--- src/rtl/switch_scanner_if.sv ---
// Event stream from the switch scanner: valid/ready handshake carrying channel and event type.
interface switch_scanner_if #(
  parameter int unsigned CH_BITS = 2
);
  logic               event_valid;
  logic               event_ready;
  logic [CH_BITS-1:0] event_channel;
  logic [1:0]         event_type;

  modport master (output event_valid, event_channel, event_type, input event_ready);
  modport slave  (input event_valid, event_channel, event_type, output event_ready);
endinterface

--- src/rtl/switch_scanner.sv ---
// Time-shared debounce and long-press filter over a bank of switches, with a
// round-robin arbitrated press/release/long-press event stream.
module switch_scanner #(
  parameter int unsigned NUM_INPUTS           = 4,
  parameter int unsigned SAMPLE_PERIOD        = 1000,
  parameter int unsigned FILTER_COUNTER_MAX   = 3,
  parameter int unsigned SYNCHRONIZE_FF_DEPTH = 2,
  parameter int unsigned LONG_PRESS_SAMPLES   = 500,
  localparam int unsigned CH_BITS = (NUM_INPUTS > 1) ? $clog2(NUM_INPUTS) : 1
) (
  input  logic                  clock,
  input  logic                  reset_n,
  input  logic                  enable,
  input  logic [NUM_INPUTS-1:0] async_in,
  output logic [NUM_INPUTS-1:0] level_out,
  output logic                  overflow,
  input  logic                  clear_overflow,
  switch_scanner_if.master      evt
);
  localparam int unsigned PW = (SAMPLE_PERIOD > 1) ? $clog2(SAMPLE_PERIOD) : 1;
  localparam int unsigned FW = (FILTER_COUNTER_MAX > 0) ? $clog2(FILTER_COUNTER_MAX + 1) : 1;
  localparam int unsigned HW = $clog2(LONG_PRESS_SAMPLES + 1);
  localparam logic [1:0] EV_PRESS   = 2'b01;
  localparam logic [1:0] EV_RELEASE = 2'b10;
  localparam logic [1:0] EV_LONG    = 2'b11;

  if (NUM_INPUTS < 1) begin : g_chk_num
    $error("NUM_INPUTS must be >= 1");
  end
  if (SAMPLE_PERIOD < NUM_INPUTS + 1) begin : g_chk_period
    $error("SAMPLE_PERIOD must be >= NUM_INPUTS+1");
  end
  if (SYNCHRONIZE_FF_DEPTH < 2) begin : g_chk_sync
    $error("SYNCHRONIZE_FF_DEPTH must be >= 2");
  end
  if (LONG_PRESS_SAMPLES < 1) begin : g_chk_long
    $error("LONG_PRESS_SAMPLES must be >= 1");
  end

  typedef enum logic {ST_IDLE, ST_SCAN} state_e;

  logic [NUM_INPUTS-1:0] sync_q [SYNCHRONIZE_FF_DEPTH];
  logic [PW-1:0]         presc_q;
  state_e                state_q;
  logic [CH_BITS-1:0]    idx_q, ptr_q;
  logic [FW-1:0]         cnt_q  [NUM_INPUTS];
  logic [HW-1:0]         hold_q [NUM_INPUTS];
  logic [NUM_INPUTS-1:0] level_q, press_q, long_q, rel_q;
  logic                  ev_valid_q, ovf_q;
  logic [CH_BITS-1:0]    ev_ch_q;
  logic [1:0]            ev_type_q;

  logic                  tick_c, scan_c, s_c, lvl_c, lvl_new_c, flip_c, long_hit_c;
  logic [FW-1:0]         cnt_c, cnt_new_c;
  logic [HW-1:0]         hold_c, hold_new_c;
  logic [NUM_INPUTS-1:0] sel_c, sp_c, sl_c, sr_c, gp_c, gl_c, gr_c, gnt_sel_c;
  logic [NUM_INPUTS-1:0] press_d, long_d, rel_d;
  logic                  load_c, found_c, ovf_set_c;
  logic [CH_BITS-1:0]    gnt_ch_c;
  logic [1:0]            gnt_type_c;

  assign tick_c = (presc_q == PW'(SAMPLE_PERIOD - 1));
  assign scan_c = (state_q == ST_SCAN);
  assign sel_c  = NUM_INPUTS'(1) << idx_q;

  // Shared filter datapath for the channel in the current scan slot.
  always_comb begin
    s_c        = sync_q[SYNCHRONIZE_FF_DEPTH-1][idx_q];
    lvl_c      = level_q[idx_q];
    cnt_c      = cnt_q[idx_q];
    hold_c     = hold_q[idx_q];
    cnt_new_c  = '0;
    lvl_new_c  = lvl_c;
    flip_c     = 1'b0;
    hold_new_c = '0;
    long_hit_c = 1'b0;
    if (s_c != lvl_c) begin
      if (cnt_c >= FW'(FILTER_COUNTER_MAX)) begin
        lvl_new_c = s_c;
        flip_c    = 1'b1;
      end else begin
        cnt_new_c = cnt_c + FW'(1);
      end
    end
    if (lvl_new_c) begin
      if (hold_c < HW'(LONG_PRESS_SAMPLES)) begin
        hold_new_c = hold_c + HW'(1);
        long_hit_c = (hold_new_c == HW'(LONG_PRESS_SAMPLES));
      end else begin
        hold_new_c = hold_c;
      end
    end
  end

  assign sp_c = (scan_c && flip_c &&  lvl_new_c) ? sel_c : '0;
  assign sr_c = (scan_c && flip_c && !lvl_new_c) ? sel_c : '0;
  assign sl_c = (scan_c && long_hit_c)           ? sel_c : '0;

  // Round-robin search starting after the last granted channel; press > long > release.
  always_comb begin
    int unsigned cand;
    cand       = 0;
    found_c    = 1'b0;
    gnt_ch_c   = '0;
    gnt_type_c = '0;
    for (int unsigned i = 0; i < NUM_INPUTS; i++) begin
      cand = (32'(ptr_q) + i + 32'd1) % NUM_INPUTS;
      if (!found_c && (press_q[CH_BITS'(cand)] || long_q[CH_BITS'(cand)] || rel_q[CH_BITS'(cand)])) begin
        found_c  = 1'b1;
        gnt_ch_c = CH_BITS'(cand);
        if (press_q[CH_BITS'(cand)])     gnt_type_c = EV_PRESS;
        else if (long_q[CH_BITS'(cand)]) gnt_type_c = EV_LONG;
        else                             gnt_type_c = EV_RELEASE;
      end
    end
  end

  assign load_c    = !ev_valid_q || evt.event_ready;
  assign gnt_sel_c = NUM_INPUTS'(1) << gnt_ch_c;
  assign gp_c = (load_c && found_c && gnt_type_c == EV_PRESS)   ? gnt_sel_c : '0;
  assign gl_c = (load_c && found_c && gnt_type_c == EV_LONG)    ? gnt_sel_c : '0;
  assign gr_c = (load_c && found_c && gnt_type_c == EV_RELEASE) ? gnt_sel_c : '0;

  // A set landing on a still-pending bit loses that event; a same-cycle set wins over the grant.
  assign press_d   = (press_q & ~gp_c) | sp_c;
  assign long_d    = (long_q  & ~gl_c) | sl_c;
  assign rel_d     = (rel_q   & ~gr_c) | sr_c;
  assign ovf_set_c = |((press_q & ~gp_c & sp_c) | (long_q & ~gl_c & sl_c) | (rel_q & ~gr_c & sr_c));

  always_ff @(posedge clock or negedge reset_n) begin
    if (!reset_n) begin
      for (int i = 0; i < int'(SYNCHRONIZE_FF_DEPTH); i++) sync_q[i] <= '0;
      for (int i = 0; i < int'(NUM_INPUTS); i++) begin
        cnt_q[i]  <= '0;
        hold_q[i] <= '0;
      end
      presc_q    <= '0;
      state_q    <= ST_IDLE;
      idx_q      <= '0;
      ptr_q      <= '0;
      level_q    <= '0;
      press_q    <= '0;
      long_q     <= '0;
      rel_q      <= '0;
      ev_valid_q <= 1'b0;
      ev_ch_q    <= '0;
      ev_type_q  <= '0;
      ovf_q      <= 1'b0;
    end else begin
      sync_q[0] <= async_in;
      for (int i = 1; i < int'(SYNCHRONIZE_FF_DEPTH); i++) sync_q[i] <= sync_q[i-1];

      if (!enable)     presc_q <= '0;
      else if (tick_c) presc_q <= '0;
      else             presc_q <= presc_q + PW'(1);

      case (state_q)
        ST_IDLE: if (tick_c) begin
          state_q <= ST_SCAN;
          idx_q   <= '0;
        end
        ST_SCAN: begin
          if (idx_q == CH_BITS'(NUM_INPUTS - 1)) state_q <= ST_IDLE;
          else                                   idx_q   <= idx_q + CH_BITS'(1);
        end
        default: state_q <= ST_IDLE;
      endcase

      if (scan_c) begin
        level_q[idx_q] <= lvl_new_c;
        cnt_q[idx_q]   <= cnt_new_c;
        hold_q[idx_q]  <= hold_new_c;
      end

      press_q <= press_d;
      long_q  <= long_d;
      rel_q   <= rel_d;

      if (load_c) begin
        ev_valid_q <= found_c;
        if (found_c) begin
          ev_ch_q   <= gnt_ch_c;
          ev_type_q <= gnt_type_c;
          ptr_q     <= gnt_ch_c;
        end
      end

      if (ovf_set_c)           ovf_q <= 1'b1;
      else if (clear_overflow) ovf_q <= 1'b0;
    end
  end

  assign level_out         = level_q;
  assign overflow          = ovf_q;
  assign evt.event_valid   = ev_valid_q;
  assign evt.event_channel = ev_ch_q;
  assign evt.event_type    = ev_type_q;

endmodule

--- src/flat_wrapper.sv ---
// flat-port wrapper written by rule: the top's interface ports become plain ports
module switch_scanner_flat 
#(
  parameter int unsigned NUM_INPUTS           = 4,
  parameter int unsigned SAMPLE_PERIOD        = 1000,
  parameter int unsigned FILTER_COUNTER_MAX   = 3,
  parameter int unsigned SYNCHRONIZE_FF_DEPTH = 2,
  parameter int unsigned LONG_PRESS_SAMPLES   = 500,
  localparam int unsigned CH_BITS = (NUM_INPUTS > 1) ? $clog2(NUM_INPUTS) : 1
)
  (clock, reset_n, enable, async_in, level_out, overflow, clear_overflow, evt_event_valid, evt_event_channel, evt_event_type, evt_event_ready);
  switch_scanner_if #(.CH_BITS(2)) evt_i ();
  input  logic clock;
  input  logic reset_n;
  input  logic enable;
  input  logic [NUM_INPUTS-1:0] async_in;
  output logic [NUM_INPUTS-1:0] level_out;
  output logic overflow;
  input  logic clear_overflow;
  output wire logic [$bits(evt_i.event_valid)-1:0] evt_event_valid;
  output wire logic [$bits(evt_i.event_channel)-1:0] evt_event_channel;
  output wire logic [$bits(evt_i.event_type)-1:0] evt_event_type;
  input wire logic [$bits(evt_i.event_ready)-1:0] evt_event_ready;
  assign evt_event_valid = evt_i.event_valid;
  assign evt_event_channel = evt_i.event_channel;
  assign evt_event_type = evt_i.event_type;
  assign evt_i.event_ready = evt_event_ready;
  switch_scanner #(.NUM_INPUTS(NUM_INPUTS), .SAMPLE_PERIOD(SAMPLE_PERIOD), .FILTER_COUNTER_MAX(FILTER_COUNTER_MAX), .SYNCHRONIZE_FF_DEPTH(SYNCHRONIZE_FF_DEPTH), .LONG_PRESS_SAMPLES(LONG_PRESS_SAMPLES)) u_core (.clock(clock), .reset_n(reset_n), .enable(enable), .async_in(async_in), .level_out(level_out), .overflow(overflow), .clear_overflow(clear_overflow), .evt(evt_i));
endmodule
--- config.mk ---
export PLATFORM = sky130hd
export DESIGN_NAME = switch_scanner_flat
export DESIGN_NICKNAME = d
export VERILOG_FILES = /design/src/rtl/switch_scanner_if.sv /design/src/rtl/switch_scanner.sv /design/src/flat_wrapper.sv
export SDC_FILE = /design/constraint.sdc
export NUM_CORES = 1
export LEC_CHECK = 0
export CORE_AREA = 2 2 93 95
export CTS_CLUSTER_DIAMETER = 60
export DETAILED_ROUTE_END_ITERATION = 10
export DIE_AREA = 0 0 95 97
export PLACE_DENSITY_LB_ADDON = 0.25
export SETUP_SLACK_MARGIN = 0.3
export SLEW_MARGIN = 20
export SYNTH_ARGS = -nofsm -noshare
export SYNTH_HDL_FRONTEND = slang
export SYNTH_SLANG_ARGS = --single-unit
--- constraint.sdc ---
create_clock -name clock -period 4.1 [get_ports clock]
set_input_delay 0.615 -clock clock [delete_from_list [all_inputs] [get_ports clock]]
set_output_delay 0.615 -clock clock [all_outputs]
set_load 0.01 [all_outputs]
# --- Word-level counts from Yosys, hierarchy flattened ---
# Index checks and enable logic that the tools add are counted.
classes:
  addsub: 10
  magnitude_cmp: 10
  n_eq_ne: 9
  shifts: 2
  muxes: 89
  n_bitwise: 16
  n_reduce_logical: 31
op_table:
  columns: ["operator", "n"]
  rows:
  - ["9-bit two-way mux", 5]
  - ["2-bit two-way mux", 19]
  - ["36-bit bitwise mux", 1]
  - ["1-bit two-way mux", 33]
  - ["1-bit binary-select mux with 2-bit select", 14]
  - ["4-bit bitwise AND", 6]
  - ["4-bit two-way mux", 6]
  - ["10-bit two-way mux", 2]
  - ["4-bit OR", 5]
  - ["9-bit binary-select mux with 2-bit select", 1]
  - ["9-bit demux with 2-bit select", 1]
  - ["2-bit by 3-bit less-than comparator with 1-bit output (second input constant)", 5]
  - ["1-bit logical AND", 13]
  - ["2-bit by 1-bit adder with 2-bit output (second input constant)", 6]
  - ["4-bit inverter", 3]
  - ["10-bit by 1-bit adder with 10-bit output (second input constant)", 1]
  - ["10-bit equality test (second input constant)", 1]
  - ["9-bit by 1-bit adder with 9-bit output (second input constant)", 1]
  - ["9-bit equality test (second input constant)", 1]
  - ["1-bit logical OR", 9]
  - ["9-bit less-than comparator (second input constant)", 1]
  - ["8-bit bitwise mux", 1]
  - ["1-bit by 2-bit << shifter with 4-bit output (first input constant)", 2]
  - ["2-bit equality test (second input constant)", 3]
  - ["other kinds (21)", 27]
totals:
  ff_bits: 87
  in_bits: 9
  output_inout_bits: 10
  wordCells: 188

# --- Longest topological paths before layout ---
# Gate-level depths: netlist of run 1.
logic_depth:
  depth_word: 25
  mapped_depth: 11
  ltp_nobuf: 9

# --- Worst setup path after synthesis of run 1 ---
# Ideal clock, no wire load.
synth_timing:
  path_type: "register to register"
  startpoint: "register u_core.idx_q[0]"
  endpoint: "register u_core.ovf_q (netlist: u_core.overflow)"
  arrival_time_ns: 2.991
  path_slack_ns: 0.973
  path_stages_with_launch: 12
  n_path_buf: 2
  period_less_slack_ns: 3.127
  cell_sequence: "dfrtp_1 clkbuf_1 buf_2 mux4_2 ha_1 mux4_2 mux2i_1 nor2_1 nand4b_1 a211oi_1 o21ai_0 nand4_1"
synth_between:
  elab_chain_len: 15
synth_lines:
  columns: ["item", "line_no", "text"]
  rows:
  - ["from (decl)", "switch_scanner.sv:45", "logic [CH_BITS-1:0] idx_q, ptr_q;"]
  - ["from (signal assigned)", "switch_scanner.sv:164", "else idx_q <= idx_q + CH_BITS'(1);"]
  - ["2-bit inverter with 3-bit output (not written as such)", "switch_scanner.sv:70, switch_scanner.sv:71", null]
  - ["9-bit binary-select mux with 2-bit select / 2-bit binary-select mux with 2-bit select (equally long branches)", "switch_scanner.sv:71, switch_scanner.sv:70", null]
  - ["9-bit two-way mux (not written as such) / 2-bit two-way mux (equally long branches) (2 in series)", "switch_scanner.sv:71, switch_scanner.sv:70", null]
  - ["9-bit by 1-bit adder with 9-bit output / 2-bit >= comparator (equally long branches)", "switch_scanner.sv:87, switch_scanner.sv:78", null]
  - ["9-bit equality test / 1-bit two-way mux (equally long branches)", "switch_scanner.sv:88, switch_scanner.sv:78", null]
  - ["1-bit two-way mux (on tied branches)", "switch_scanner.sv:86, switch_scanner.sv:77", null]
  - ["1-bit two-way mux / 1-bit logical AND (equally long branches)", "switch_scanner.sv:85, switch_scanner.sv:95, switch_scanner.sv:96", null]
  - ["1-bit logical AND (on tied branches)", "switch_scanner.sv:97, switch_scanner.sv:95", null]
  - ["4-bit two-way mux (on tied branches)", "switch_scanner.sv:97, switch_scanner.sv:95", null]
  - ["4-bit bitwise AND", "switch_scanner.sv:128", "assign ovf_set_c = |((press_q & ~gp_c & sp_c) | (long_q & ~gl_c & sl_c) | (rel_q & ~gr_c & sr_c));"]
  - ["4-bit OR", "switch_scanner.sv:128", null]
  - ["4-bit OR (*)", "switch_scanner.sv:128", null]
  - ["4-bit OR reduction (*)", "switch_scanner.sv:128", null]
  - ["1-bit two-way mux / 2-bit nonzero test (equally long branches)", null, null]
  - ["to (signal assigned)", "switch_scanner.sv:148", "ovf_q <= 1'b0;"]
  - ["to (signal assigned)", "switch_scanner.sv:188", "if (ovf_set_c) ovf_q <= 1'b1;"]
  - ["to (signal assigned)", "switch_scanner.sv:189", "else if (clear_overflow) ovf_q <= 1'b0;"]
  - ["to (decl)", "switch_scanner.sv:49", "logic ev_valid_q, ovf_q;"]
# Every way passes the cells marked *; elsewhere a longest branch is shown, timed or not. The select of a mux whose other input is x is not followed.
# A chain may end at the register's enable or synchronous reset.

# --- Final worst setup path of run 1 ---
layout_timing:
  startpoint: "register u_core.ptr_q[0]"
  endpoint: "register u_core.ovf_q (netlist: u_core.overflow)"
layout_between:
  elab_chain_len: 25
layout_lines:
  columns: ["item", "line_no", "text"]
  rows:
  - ["from (decl)", "switch_scanner.sv:45", null]
  - ["from (signal assigned)", "switch_scanner.sv:184", "ptr_q <= gnt_ch_c;"]
  - ["branches (longest 22 deep; another with 2-bit by 1-bit adder with 2-bit output)", null, null]
  - ["4-bit OR (*)", "switch_scanner.sv:128", null]
  - ["4-bit OR reduction (*)", "switch_scanner.sv:128", null]
  - ["1-bit two-way mux / 2-bit nonzero test (equally long branches)", null, null]
# Every way passes the cells marked *. The select of a mux whose other input is x is not followed.

==> impl_metrics.xml, run 1 <==
<?xml version="1.0" encoding="UTF-8"?>
<metrics>
  <group name="synth">
    <metric name="synth.avg_cell_area" unit="um2">11.2</metric>
    <metric name="ys.warnings.count" unit="">0</metric>
    <metric name="synthArstFlopShare" unit="">1.00</metric>
    <metric name="netlist_top_cells_area" unit="">sky130_fd_sc_hd__dfrtp_1, sky130_fd_sc_hd__mux4_2, sky130_fd_sc_hd__mux2_2, sky130_fd_sc_hd__nand2_1, sky130_fd_sc_hd__o31ai_1</metric>
    <metric name="yosysSeqAreaShare" unit="">0.444</metric>
    <metric name="synthFlopType" unit="">sky130_fd_sc_hd__dfrtp_1</metric>
    <metric name="post_synth_inst_count" unit="">439</metric>
    <metric name="netlist_area_before_placement" unit="um2">4900</metric>
    <metric name="synth.ff_latch_count" unit="">87</metric>
    <metric name="yosys.area.top_type_share" unit="">0.444</metric>
    <metric name="post_synth_num_cell_types" unit="">60</metric>
    <metric name="synth.net_count" unit="">456</metric>
    <metric name="synth_enable_flop_cells" unit="">0</metric>
    <metric name="synth_area_leader_cell" unit="">sky130_fd_sc_hd__dfrtp_1</metric>
  </group>
  <group name="outcome">
    <metric name="run_status" unit="">completed</metric>
  </group>
  <group name="cts">
    <metric name="number_of_resized_instances_in_the_post_cts_repair_step" unit="">0</metric>
    <metric name="max-clock-path-buffers" unit="">2</metric>
    <metric name="cts-buffers-inserted" unit="">9</metric>
    <metric name="cts.clk_slew.worst_paths" unit="ps">100</metric>
    <metric name="clock-root-buffer" unit="">sky130_fd_sc_hd__clkbuf_8</metric>
    <metric name="cts_num_sinks" unit="">87</metric>
    <metric name="clock_latency" unit="ps">360</metric>
    <metric name="tritoncts" unit="">done</metric>
    <metric name="h-tree-depth" unit="">3</metric>
    <metric name="postCtsSetupBuffers" unit="">0</metric>
    <metric name="ctsHoldBuffers" unit="">0</metric>
  </group>
  <group name="placement">
    <metric name="gp_congestion" unit="">0.953</metric>
    <metric name="placement.io_buffers" unit="">18</metric>
    <metric name="numPlacedInstances" unit="">548</metric>
    <metric name="place.detailed.hpwl" unit="mm">7.77</metric>
    <metric name="placed_area" unit="um2">5150</metric>
  </group>
  <group name="power">
    <metric name="leakagePower" unit="nW">2.27</metric>
    <metric name="vdd_drop_max" unit="V">0.000237</metric>
    <metric name="power_density" unit="nW/um2">386</metric>
  </group>
  <group name="timing">
    <metric name="worst_slew_margin_rel" unit="">0.441</metric>
    <metric name="min_period_over_period" unit="">0.857</metric>
    <metric name="worst_slew_pin_slew" unit="ps">838</metric>
    <metric name="drv_slew" unit="">0</metric>
    <metric name="fmaxAchievable" unit="MHz">285</metric>
    <metric name="period_minus_slack" unit="ps">3510</metric>
    <metric name="setup_total_negative_slack" unit="ps">0</metric>
    <metric name="timing_hold_violations_final" unit="">0</metric>
    <metric name="final_skew" unit="ps">12.5</metric>
    <metric name="finalSetupViolations" unit="">0</metric>
    <metric name="grt_setup_unrepaired" unit="">false</metric>
  </group>
  <group name="detailed_routing">
    <metric name="number_of_nets_with_antenna_violations_after_detailed_routing" unit="">0</metric>
    <metric name="viasPerCell" unit="">6.54</metric>
    <metric name="detailedRoute.firstIterationViolations" unit="">266</metric>
    <metric name="num_vias" unit="">3689</metric>
    <metric name="drt_first_pass_iters" unit="">6</metric>
    <metric name="post_drt_wl_per_cell" unit="um">19.7</metric>
    <metric name="wl" unit="mm">11.1</metric>
    <metric name="route.detailed.drc" unit="">0</metric>
  </group>
  <group name="setup_path">
    <metric name="worstSetupPathType" unit="">register to register</metric>
    <metric name="worst-endpoint-required" unit="ps">4330</metric>
    <metric name="worst_ep_arrival_time" unit="ps">3740</metric>
    <metric name="worst_setup_ep_type" unit="">register</metric>
    <metric name="worst-path-max-fanout" unit="">15</metric>
    <metric name="start_kind" unit="">register</metric>
    <metric name="slack_of_the_worst_reg_to_reg_path" unit="ps">590</metric>
  </group>
  <group name="finish">
    <metric name="antenna_cells_inserted" unit="">0</metric>
    <metric name="mostFrequentLayoutCells" unit="">sky130_fd_sc_hd__dfrtp_1, sky130_fd_sc_hd__nand2_1, sky130_fd_sc_hd__nor2_1, sky130_fd_sc_hd__mux4_2, sky130_fd_sc_hd__o21ai_0</metric>
    <metric name="syn_to_final_growth" unit="%">9.14</metric>
    <metric name="finalNonFillerCells" unit="">564</metric>
    <metric name="layout.core_utilization" unit="">0.657</metric>
    <metric name="final_design_area_no_fill" unit="um2">5350</metric>
    <metric name="fillCellCount" unit="">624</metric>
    <metric name="final_common_cell" unit="">sky130_fd_sc_hd__dfrtp_1</metric>
    <metric name="nNetsFinal" unit="">471</metric>
    <metric name="post_route_cells_drive_above_1_share" unit="">0.185</metric>
  </group>
  <group name="die">
    <metric name="placeableCoreArea" unit="um2">8130</metric>
    <metric name="ioPinCount" unit="">19</metric>
    <metric name="fp-row-count" unit="">33</metric>
    <metric name="floorplan.initialDensity" unit="">0.602</metric>
    <metric name="die_y" unit="um">97</metric>
    <metric name="die_span_x" unit="um">95</metric>
    <metric name="design.die.area" unit="um2">9220</metric>
  </group>
  <group name="grt">
    <metric name="grt_first_pass_wirelength" unit="mm">18.6</metric>
    <metric name="grt_pass1_vias" unit="">3624</metric>
    <metric name="pin_count_of_the_biggest_net_entering_global_routing" unit="">88</metric>
    <metric name="gr-usage-all-layers" unit="">0.261</metric>
    <metric name="antenna_found_initial" unit="">0</metric>
    <metric name="globalRouteOverflowTotal" unit="">0</metric>
  </group>
  <group name="hold_path">
    <metric name="hold_path_class" unit="">input port to asynchronous set/reset pin</metric>
  </group>
  <group name="run">
    <metric name="max_cap_viol_count" unit="">0</metric>
  </group>
</metrics>
==> path summary, 6_finish.rpt <==
kind,endpoint,from,cells after the start
min in group clock,u_core.sync_q[0],u_core.sync_q[4],0
hold reg to reg,u_core.sync_q[0],u_core.sync_q[4],0
setup / recovery,u_core.overflow,u_core.ptr_q[0],9
setup reg to reg,u_core.overflow,u_core.ptr_q[0],9
max in group asynchronous,u_core.presc_q[5],reset_n,1
hold / removal,u_core.evt.event_type[0],reset_n,1
==> through the flow <==
stage	worst slack (ps)	power [mW]	hold slack, ps
2_1_floorplan	973	1.32	319
3_3_place_gp	701	1.50	333
3_5_place_dp	680	1.50	340
4_1_cts	655	2.07	362
5_1_grt	378	2.17	359
6_report	586	2.06	262
==> synth_stat cells (all sizes together) (2+ instances only) <==
| library cell | n |
|---|---|
| nand4b | 2 |
| dfrtp | 87 |
| nand3 | 12 |
| nand2 | 63 |
| ha | 8 |
| o311a | 2 |
| nor2 | 30 |
| inv | 6 |
| xnor2 | 9 |
| nor2b | 2 |
| a211oi | 4 |
| o21a | 3 |
| clkbuf | 12 |
| a22o | 9 |
| a31oi | 4 |
| xor2 | 10 |
| a41oi | 2 |
| o31ai | 18 |
| mux2i | 3 |
| buf | 11 |
| o31a | 2 |
| nor3 | 7 |
| a21o | 2 |
| or4b | 2 |
| a21oi | 12 |
| nand2b | 5 |
| o21ai | 27 |
| and3 | 3 |
| nand4 | 8 |
| or3 | 5 |
| and4 | 2 |
| mux2 | 21 |
| and2 | 5 |
| mux4 | 27 |
==> registers in the layout, indices dropped and copies added, names as in the netlist, 4 cells and up <==
signal            count
u_core.presc_q       10
u_core.level_out      4
u_core.long_q         4
u_core.sync_q         8
u_core.rel_q          4
u_core.hold_q        36
u_core.press_q        4
u_core.cnt_q          8
==> layout make-up <==
class                   instances  area [um2]  area share
clock inverters                 6        50.0     0.00936
well taps                     105         131      0.0246
repair buffers                 27         249      0.0466
inverters                       6        22.5     0.00421
multi-input cells             323        2580       0.482
clock buffers                  10         138      0.0257
flip-flops and latches         87        2180       0.407
==> layer usage <==
layer | wire, um | vias to the layer above | GRT usage
met3 | 660 | 26 | 0.0483
met4 | 250 | 0 | 0.0970
met2 | 5360 | 157 | 0.400
met5 | 0 | - | 0
li1 | - | 1671 | -
met1 | 4840 | 1835 | 0.372
==> cells by family after synthesis <==
group / after synthesis / share of synthesized area
adder cells (fa/ha/maj): 8 / 0.0204
flip-flops: 87 / 0.444
multiplexers: 51 / 0.181
AND/OR/NAND/NOR: 150 / 0.148
buffers and inverters: 29 / 0.0299
XOR/XNOR: 19 / 0.0340
AO/OA/AOI/OAI: 95 / 0.142
==> power breakdown <==
| part | switching, mW | internal (mW) | leakage (nW) |
|---|---|---|---|
| combinational | 0.326 | 0.233 | 0.998 |
| clock | 0.328 | 0.245 | 0.0952 |
| sequential | 0.0403 | 0.889 | 1.18 |
==> critical path, stage by stage (launching register included) <==
cell	delay, ps
sky130_fd_sc_hd__dfrtp_1	620
sky130_fd_sc_hd__buf_4	300
sky130_fd_sc_hd__mux4_1	670
sky130_fd_sc_hd__or3_1	530
sky130_fd_sc_hd__o21ai_1	250
sky130_fd_sc_hd__a211oi_1	190
sky130_fd_sc_hd__o31ai_1	360
sky130_fd_sc_hd__nor2_1	70
sky130_fd_sc_hd__a311oi_1	250
sky130_fd_sc_hd__nand4_1	130
Power figures use the tool's default switching activity.
==> run 2, diff against run 1 <==
Settings changed: CORE_AREA 2 2 93 95 to 2 2 102 104, DIE_AREA 0 0 95 97 to 0 0 104 106, GPL_ROUTABILITY_DRIVEN set to 0.
==> impl_metrics.xml, run 2 (synthesis gave the netlist of run 1 again) <==
<?xml version="1.0" encoding="UTF-8"?>
<metrics>
  <group name="finish">
    <metric name="post_route_cells_drive_above_1_share" unit="">0.184</metric>
    <metric name="largest_registers" unit="">u_core.hold_q (36), u_core.presc_q (10)</metric>
    <metric name="fillCellCount" unit="">899</metric>
    <metric name="regArea" unit="um2">2180</metric>
    <metric name="syn_to_final_growth" unit="%">9.73</metric>
    <metric name="top_register" unit="">u_core.hold_q</metric>
    <metric name="antenna_cells_inserted" unit="">0</metric>
    <metric name="mostFrequentLayoutCells" unit="">sky130_fd_sc_hd__dfrtp_1, sky130_fd_sc_hd__nand2_1, sky130_fd_sc_hd__nor2_1, sky130_fd_sc_hd__mux4_2, sky130_fd_sc_hd__o21ai_0</metric>
    <metric name="nNetsFinal" unit="">469</metric>
    <metric name="flip_flop_count_of_the_largest_register_after_layout" unit="">36</metric>
    <metric name="final_common_cell" unit="">sky130_fd_sc_hd__dfrtp_1</metric>
    <metric name="multi_input_area" unit="um2">2580</metric>
  </group>
  <group name="die">
    <metric name="design.die.area" unit="um2">11000</metric>
    <metric name="fp-row-count" unit="">37</metric>
    <metric name="die_span_x" unit="um">104</metric>
    <metric name="floorplan.initialDensity" unit="">0.490</metric>
    <metric name="ioPinCount" unit="">19</metric>
    <metric name="die_y" unit="um">106</metric>
    <metric name="placeableCoreArea" unit="um2">10000</metric>
  </group>
  <group name="detailed_routing">
    <metric name="viasPerCell" unit="">6.04</metric>
    <metric name="num_vias" unit="">3579</metric>
    <metric name="post_drt_wl_per_cell" unit="um">18.1</metric>
    <metric name="route.detailed.drc" unit="">0</metric>
    <metric name="wl" unit="mm">10.7</metric>
    <metric name="number_of_nets_with_antenna_violations_after_detailed_routing" unit="">0</metric>
    <metric name="detailedRoute.firstIterationViolations" unit="">229</metric>
    <metric name="drt_first_pass_iters" unit="">6</metric>
  </group>
  <group name="cts">
    <metric name="cts_num_sinks" unit="">87</metric>
    <metric name="h-tree-depth" unit="">3</metric>
    <metric name="clock_latency" unit="ps">370</metric>
    <metric name="clock-root-buffer" unit="">sky130_fd_sc_hd__clkbuf_8</metric>
    <metric name="cts.clk_slew.worst_paths" unit="ps">90</metric>
    <metric name="tritoncts" unit="">done</metric>
    <metric name="max-clock-path-buffers" unit="">2</metric>
    <metric name="ctsHoldBuffers" unit="">0</metric>
    <metric name="cts-buffers-inserted" unit="">9</metric>
    <metric name="postCtsSetupBuffers" unit="">0</metric>
    <metric name="number_of_resized_instances_in_the_post_cts_repair_step" unit="">0</metric>
  </group>
  <group name="timing">
    <metric name="timing_hold_violations_final" unit="">0</metric>
    <metric name="grt_setup_unrepaired" unit="">false</metric>
    <metric name="final_skew" unit="ps">9.40</metric>
    <metric name="drv_slew" unit="">0</metric>
    <metric name="hold_ws" unit="ps">265</metric>
    <metric name="fmaxAchievable" unit="MHz">293</metric>
    <metric name="finalSetupViolations" unit="">0</metric>
    <metric name="setup_total_negative_slack" unit="ps">0</metric>
    <metric name="min_period_over_period" unit="">0.832</metric>
    <metric name="worst_slew_pin_slew" unit="ps">878</metric>
    <metric name="worst_slew_margin_rel" unit="">0.414</metric>
    <metric name="period_minus_slack" unit="ps">3410</metric>
  </group>
  <group name="grt">
    <metric name="gr-usage-all-layers" unit="">0.209</metric>
    <metric name="globalRouteOverflowTotal" unit="">0</metric>
    <metric name="antenna_found_initial" unit="">0</metric>
    <metric name="pin_count_of_the_biggest_net_entering_global_routing" unit="">88</metric>
    <metric name="grt_pass1_vias" unit="">3570</metric>
    <metric name="grt_first_pass_wirelength" unit="mm">18.2</metric>
  </group>
  <group name="setup_path">
    <metric name="timing.critical_path.from" unit="">u_core.ptr_q[1]</metric>
    <metric name="worst_ep_arrival_time" unit="ps">3650</metric>
    <metric name="start_kind" unit="">register</metric>
    <metric name="worst_setup_ep_type" unit="">register</metric>
    <metric name="worst-endpoint-required" unit="ps">4340</metric>
    <metric name="worstSetupPathType" unit="">register to register</metric>
    <metric name="crit-reg2reg-launch" unit="">u_core.ptr_q[1]</metric>
    <metric name="worst-path-max-fanout" unit="">12</metric>
  </group>
  <group name="placement">
    <metric name="place.detailed.hpwl" unit="mm">7.32</metric>
    <metric name="placement.io_buffers" unit="">18</metric>
  </group>
  <group name="power">
    <metric name="vdd_drop_max" unit="V">0.000205</metric>
    <metric name="leakagePower" unit="nW">2.26</metric>
    <metric name="power_density" unit="nW/um2">382</metric>
  </group>
  <group name="hold_path">
    <metric name="hold_path_class" unit="">input port to asynchronous set/reset pin</metric>
  </group>
  <group name="outcome">
    <metric name="run_status" unit="">completed</metric>
  </group>
  <group name="run">
    <metric name="max_cap_viol_count" unit="">0</metric>
  </group>
</metrics>
## run 2: worst max-delay path: stages (launching register included)
cell	delay [ps]
sky130_fd_sc_hd__dfrtp_1	610
sky130_fd_sc_hd__buf_4	280
sky130_fd_sc_hd__mux4_2	570
sky130_fd_sc_hd__nor2_1	250
sky130_fd_sc_hd__o211ai_1	130
sky130_fd_sc_hd__a211oi_1	610
sky130_fd_sc_hd__nand2_1	160
sky130_fd_sc_hd__and4_1	240
sky130_fd_sc_hd__a311oi_1	290
sky130_fd_sc_hd__nand4_1	120
## run 2: layout make-up
type / instances / area share
sequential: 87 / 0.405
tap: 136 / 0.0317
clock buffer: 11 / 0.0282
multi-input combinational: 323 / 0.480
clock inverter: 5 / 0.00745
timing repair buffer: 25 / 0.0435
inverter: 6 / 0.00419
## run 2: power by group
part	internal, mW	total [mW]	leakage, nW	switching [mW]
Clock	0.259	0.589	0.0939	0.331
Sequential	0.890	0.928	1.18	0.0381
Combinational	0.225	0.537	0.988	0.312
## run 2: final timing paths
path / end / slack [ps] / cells past startpoint
hold / removal: u_core.cnt_q[6] / 260 / 1
min in group clock: u_core.sync_q[1] / 360 / 0
setup reg to reg: u_core.overflow / 690 / 9
setup / recovery: u_core.overflow / 690 / 9
hold reg to reg: u_core.sync_q[1] / 360 / 0
max in group asynchronous: u_core.ptr_q[0] / 3230 / 1
## run 2: metrics by stage
stage	worst slack, ps	power [mW]	std cells	utilization	cell area (um2)
after global routing	474	2.17	593	0.538	5380
after global placement	592	1.46	577	0.518	5180
after floorplan	973	1.32	439	-	4900
after detailed placement	529	1.47	577	0.518	5180
final	691	2.05	593	0.538	5380
after CTS	496	2.07	593	0.537	5370
## run 2: per-layer routing
metal / routed length, um / vias up / global-route usage
li1: - / 1662 / -
met1: 4610 / 1770 / 0.277
met2: 5190 / 113 / 0.331
met3: 596 / 34 / 0.0497
met4: 329 / 0 / 0.0917
met5: 0 / - / 0
==> run 3, diff against run 2 <==
Clock period 4.1 ns to 3.2 ns, I/O delays scaled along.
==> impl_metrics.xml, run 3 (synthesis gave the netlist of run 1 again) <==
<?xml version="1.0" encoding="UTF-8"?>
<metrics>
  <group name="detailed_routing">
    <metric name="wl" unit="mm">11.0</metric>
    <metric name="drt_first_pass_iters" unit="">5</metric>
    <metric name="viasPerCell" unit="">5.94</metric>
    <metric name="post_drt_wl_per_cell" unit="um">17.7</metric>
    <metric name="detailedRoute.firstIterationViolations" unit="">210</metric>
    <metric name="route.detailed.drc" unit="">0</metric>
    <metric name="num_vias" unit="">3703</metric>
    <metric name="number_of_nets_with_antenna_violations_after_detailed_routing" unit="">0</metric>
  </group>
  <group name="placement">
    <metric name="placed_area" unit="um2">5330</metric>
    <metric name="placement.io_buffers" unit="">18</metric>
    <metric name="place.detailed.hpwl" unit="mm">7.61</metric>
    <metric name="dp_worst_setup_slack" unit="ps">226</metric>
  </group>
  <group name="timing">
    <metric name="drv_slew" unit="">0</metric>
    <metric name="setup_total_negative_slack" unit="ps">0</metric>
    <metric name="fmaxAchievable" unit="MHz">344</metric>
    <metric name="worst_case_setup_margin_in_the_final_layout" unit="ps">296</metric>
    <metric name="hold_ws" unit="ps">138</metric>
    <metric name="period_minus_slack" unit="ps">2900</metric>
    <metric name="worst_slew_margin_rel" unit="">0.475</metric>
    <metric name="finalSetupViolations" unit="">0</metric>
    <metric name="grt_setup_unrepaired" unit="">true</metric>
    <metric name="timing_hold_violations_final" unit="">0</metric>
    <metric name="worst_slew_pin_slew" unit="ps">786</metric>
    <metric name="min_period_over_period" unit="">0.907</metric>
    <metric name="final_skew" unit="ps">11.8</metric>
  </group>
  <group name="power">
    <metric name="swShare" unit="">0.340</metric>
    <metric name="power_frac_comb" unit="">0.298</metric>
    <metric name="intPower" unit="mW">1.83</metric>
    <metric name="vdd_drop_max" unit="V">0.000272</metric>
    <metric name="power.clock.fraction" unit="">0.275</metric>
    <metric name="power_density" unit="nW/um2">491</metric>
    <metric name="net_switching_power" unit="mW">0.944</metric>
    <metric name="leakagePower" unit="nW">2.40</metric>
    <metric name="seq_power_share" unit="">0.427</metric>
  </group>
  <group name="run">
    <metric name="max_cap_viol_count" unit="">0</metric>
  </group>
  <group name="die">
    <metric name="design.die.area" unit="um2">11000</metric>
    <metric name="fp-row-count" unit="">37</metric>
    <metric name="ioPinCount" unit="">19</metric>
    <metric name="die_span_x" unit="um">104</metric>
    <metric name="die_y" unit="um">106</metric>
    <metric name="floorplan.initialDensity" unit="">0.490</metric>
    <metric name="placeableCoreArea" unit="um2">10000</metric>
  </group>
  <group name="outcome">
    <metric name="run_status" unit="">completed</metric>
  </group>
  <group name="setup_path">
    <metric name="start_kind" unit="">register</metric>
    <metric name="timing.critical_path.from" unit="">u_core.ptr_q[0]</metric>
    <metric name="worstSetupPathType" unit="">register to register</metric>
    <metric name="worst-path-max-fanout" unit="">7</metric>
    <metric name="worst_setup_ep_type" unit="">register</metric>
    <metric name="worstRegToRegCells" unit="">10</metric>
    <metric name="slack_of_the_worst_reg_to_reg_path" unit="ps">300</metric>
    <metric name="regToRegEndpoint" unit="">u_core.overflow</metric>
    <metric name="crit-reg2reg-launch" unit="">u_core.ptr_q[0]</metric>
    <metric name="worst_ep_arrival_time" unit="ps">3150</metric>
    <metric name="worst-endpoint-required" unit="ps">3450</metric>
    <metric name="setup.worst_path.end" unit="">u_core.overflow</metric>
  </group>
  <group name="finish">
    <metric name="largest_registers" unit="">u_core.hold_q (36), u_core.presc_q (10)</metric>
    <metric name="flip_flop_count_of_the_largest_register_after_layout" unit="">36</metric>
    <metric name="antenna_cells_inserted" unit="">0</metric>
    <metric name="fillCellCount" unit="">869</metric>
    <metric name="final_common_cell" unit="">sky130_fd_sc_hd__dfrtp_1</metric>
    <metric name="layout.core_utilization" unit="">0.565</metric>
    <metric name="syn_to_final_growth" unit="%">15.3</metric>
    <metric name="nNetsFinal" unit="">499</metric>
    <metric name="final_design_area_no_fill" unit="um2">5650</metric>
    <metric name="top_register" unit="">u_core.hold_q</metric>
    <metric name="mostFrequentLayoutCells" unit="">sky130_fd_sc_hd__dfrtp_1, sky130_fd_sc_hd__nand2_1, sky130_fd_sc_hd__buf_4, sky130_fd_sc_hd__nor2_1, sky130_fd_sc_hd__mux4_2</metric>
    <metric name="post_route_cells_drive_above_1_share" unit="">0.248</metric>
  </group>
  <group name="cts">
    <metric name="tritoncts" unit="">done</metric>
    <metric name="cts-buffers-inserted" unit="">9</metric>
    <metric name="cts_num_sinks" unit="">87</metric>
    <metric name="clock_latency" unit="ps">370</metric>
    <metric name="h-tree-depth" unit="">3</metric>
    <metric name="max-clock-path-buffers" unit="">2</metric>
    <metric name="clock-root-buffer" unit="">sky130_fd_sc_hd__clkbuf_8</metric>
    <metric name="ctsHoldBuffers" unit="">0</metric>
    <metric name="cts.clk_slew.worst_paths" unit="ps">100</metric>
  </group>
  <group name="grt">
    <metric name="grt_pass1_vias" unit="">3698</metric>
    <metric name="grt_first_pass_wirelength" unit="mm">18.4</metric>
    <metric name="pin_count_of_the_biggest_net_entering_global_routing" unit="">88</metric>
    <metric name="gr-usage-all-layers" unit="">0.210</metric>
    <metric name="antenna_found_initial" unit="">0</metric>
    <metric name="globalRouteOverflowTotal" unit="">0</metric>
  </group>
  <group name="hold_path">
    <metric name="hold_path_class" unit="">input port to asynchronous set/reset pin</metric>
  </group>
</metrics>
[run 3: cell types whose count changed in the layout (fill, tap and decap cells not counted), moves of 2 or more]
cell                         delta
sky130_fd_sc_hd__buf_6          +2
sky130_fd_sc_hd__buf_4         +28
sky130_fd_sc_hd__clkbuf_8       -2
sky130_fd_sc_hd__inv_6          +3
sky130_fd_sc_hd__clkinvlp_4     -2
[run 3: critical path, stage by stage (launching register included)]
cell	delay, ps
sky130_fd_sc_hd__dfrtp_2	440
sky130_fd_sc_hd__buf_6	150
sky130_fd_sc_hd__buf_4	160
sky130_fd_sc_hd__mux4_2	350
sky130_fd_sc_hd__or3_4	440
sky130_fd_sc_hd__a211oi_4	260
sky130_fd_sc_hd__o21ai_2	100
sky130_fd_sc_hd__o311a_1	310
sky130_fd_sc_hd__a311o_1	350
sky130_fd_sc_hd__a21oi_2	130
sky130_fd_sc_hd__nand4_1	100
[run 3: power by group through the flow]
| stage | combinational [mW] | sequential [mW] | clock (mW) |
|---|---|---|---|
| global placement | 0.736 | 1.21 | 0 |
| floorplan | 0.489 | 1.20 | 0 |
| global route | 0.885 | 1.19 | 0.826 |
| finish | 0.827 | 1.19 | 0.762 |
| detailed placement | 0.744 | 1.21 | 0 |
| CTS | 0.752 | 1.19 | 0.778 |
[run 3: timing repair]
action | 4_1_cts | 5_1_grt
pin swaps | 0 | 7
buffers inserted | 2 | 8
gates resized for setup | 5 | 7
setup endpoints to repair | 8 | 19
[run 3: how the worst min path moves through the flow]
stage	slack, ps	startpoint	end	cells past startpoint
2_1_floorplan	180	reset_n	u_core.cnt_q[0]	0
3_3_place_gp	330	u_core.sync_q[7]	u_core.sync_q[3]	0
3_5_place_dp	340	u_core.sync_q[6]	u_core.sync_q[2]	0
4_1_cts	350	reset_n	u_core.cnt_q[4]	1
5_1_grt	210	reset_n	u_core.cnt_q[4]	1
6_report	140	reset_n	u_core.cnt_q[6]	1
[run 3: layout make-up]
cell class | count | area, um2 | area share
inverters | 6 | 22.5 | 0.00399
repair buffers | 55 | 467 | 0.0826
clock inverters | 7 | 71.3 | 0.0126
well taps | 136 | 170 | 0.0301
flip-flops and latches | 87 | 2180 | 0.386
multi-input cells | 323 | 2620 | 0.463
clock buffers | 9 | 124 | 0.0219
[run 3: per-layer routing]
metal / vias up / track usage / share of wire
met5: - / 0 / 0
met4: 0 / 0.0695 / 0.020
met3: 21 / 0.0417 / 0.056
met2: 123 / 0.338 / 0.48
met1: 1842 / 0.287 / 0.44
li1: 1717 / - / -
[run 3: through the flow]
step,std cells,total power [mW]
after global placement,597,1.94
after global routing,623,2.90
after floorplan,439,1.69
after CTS,615,2.72
final,623,2.77
after detailed placement,597,1.95
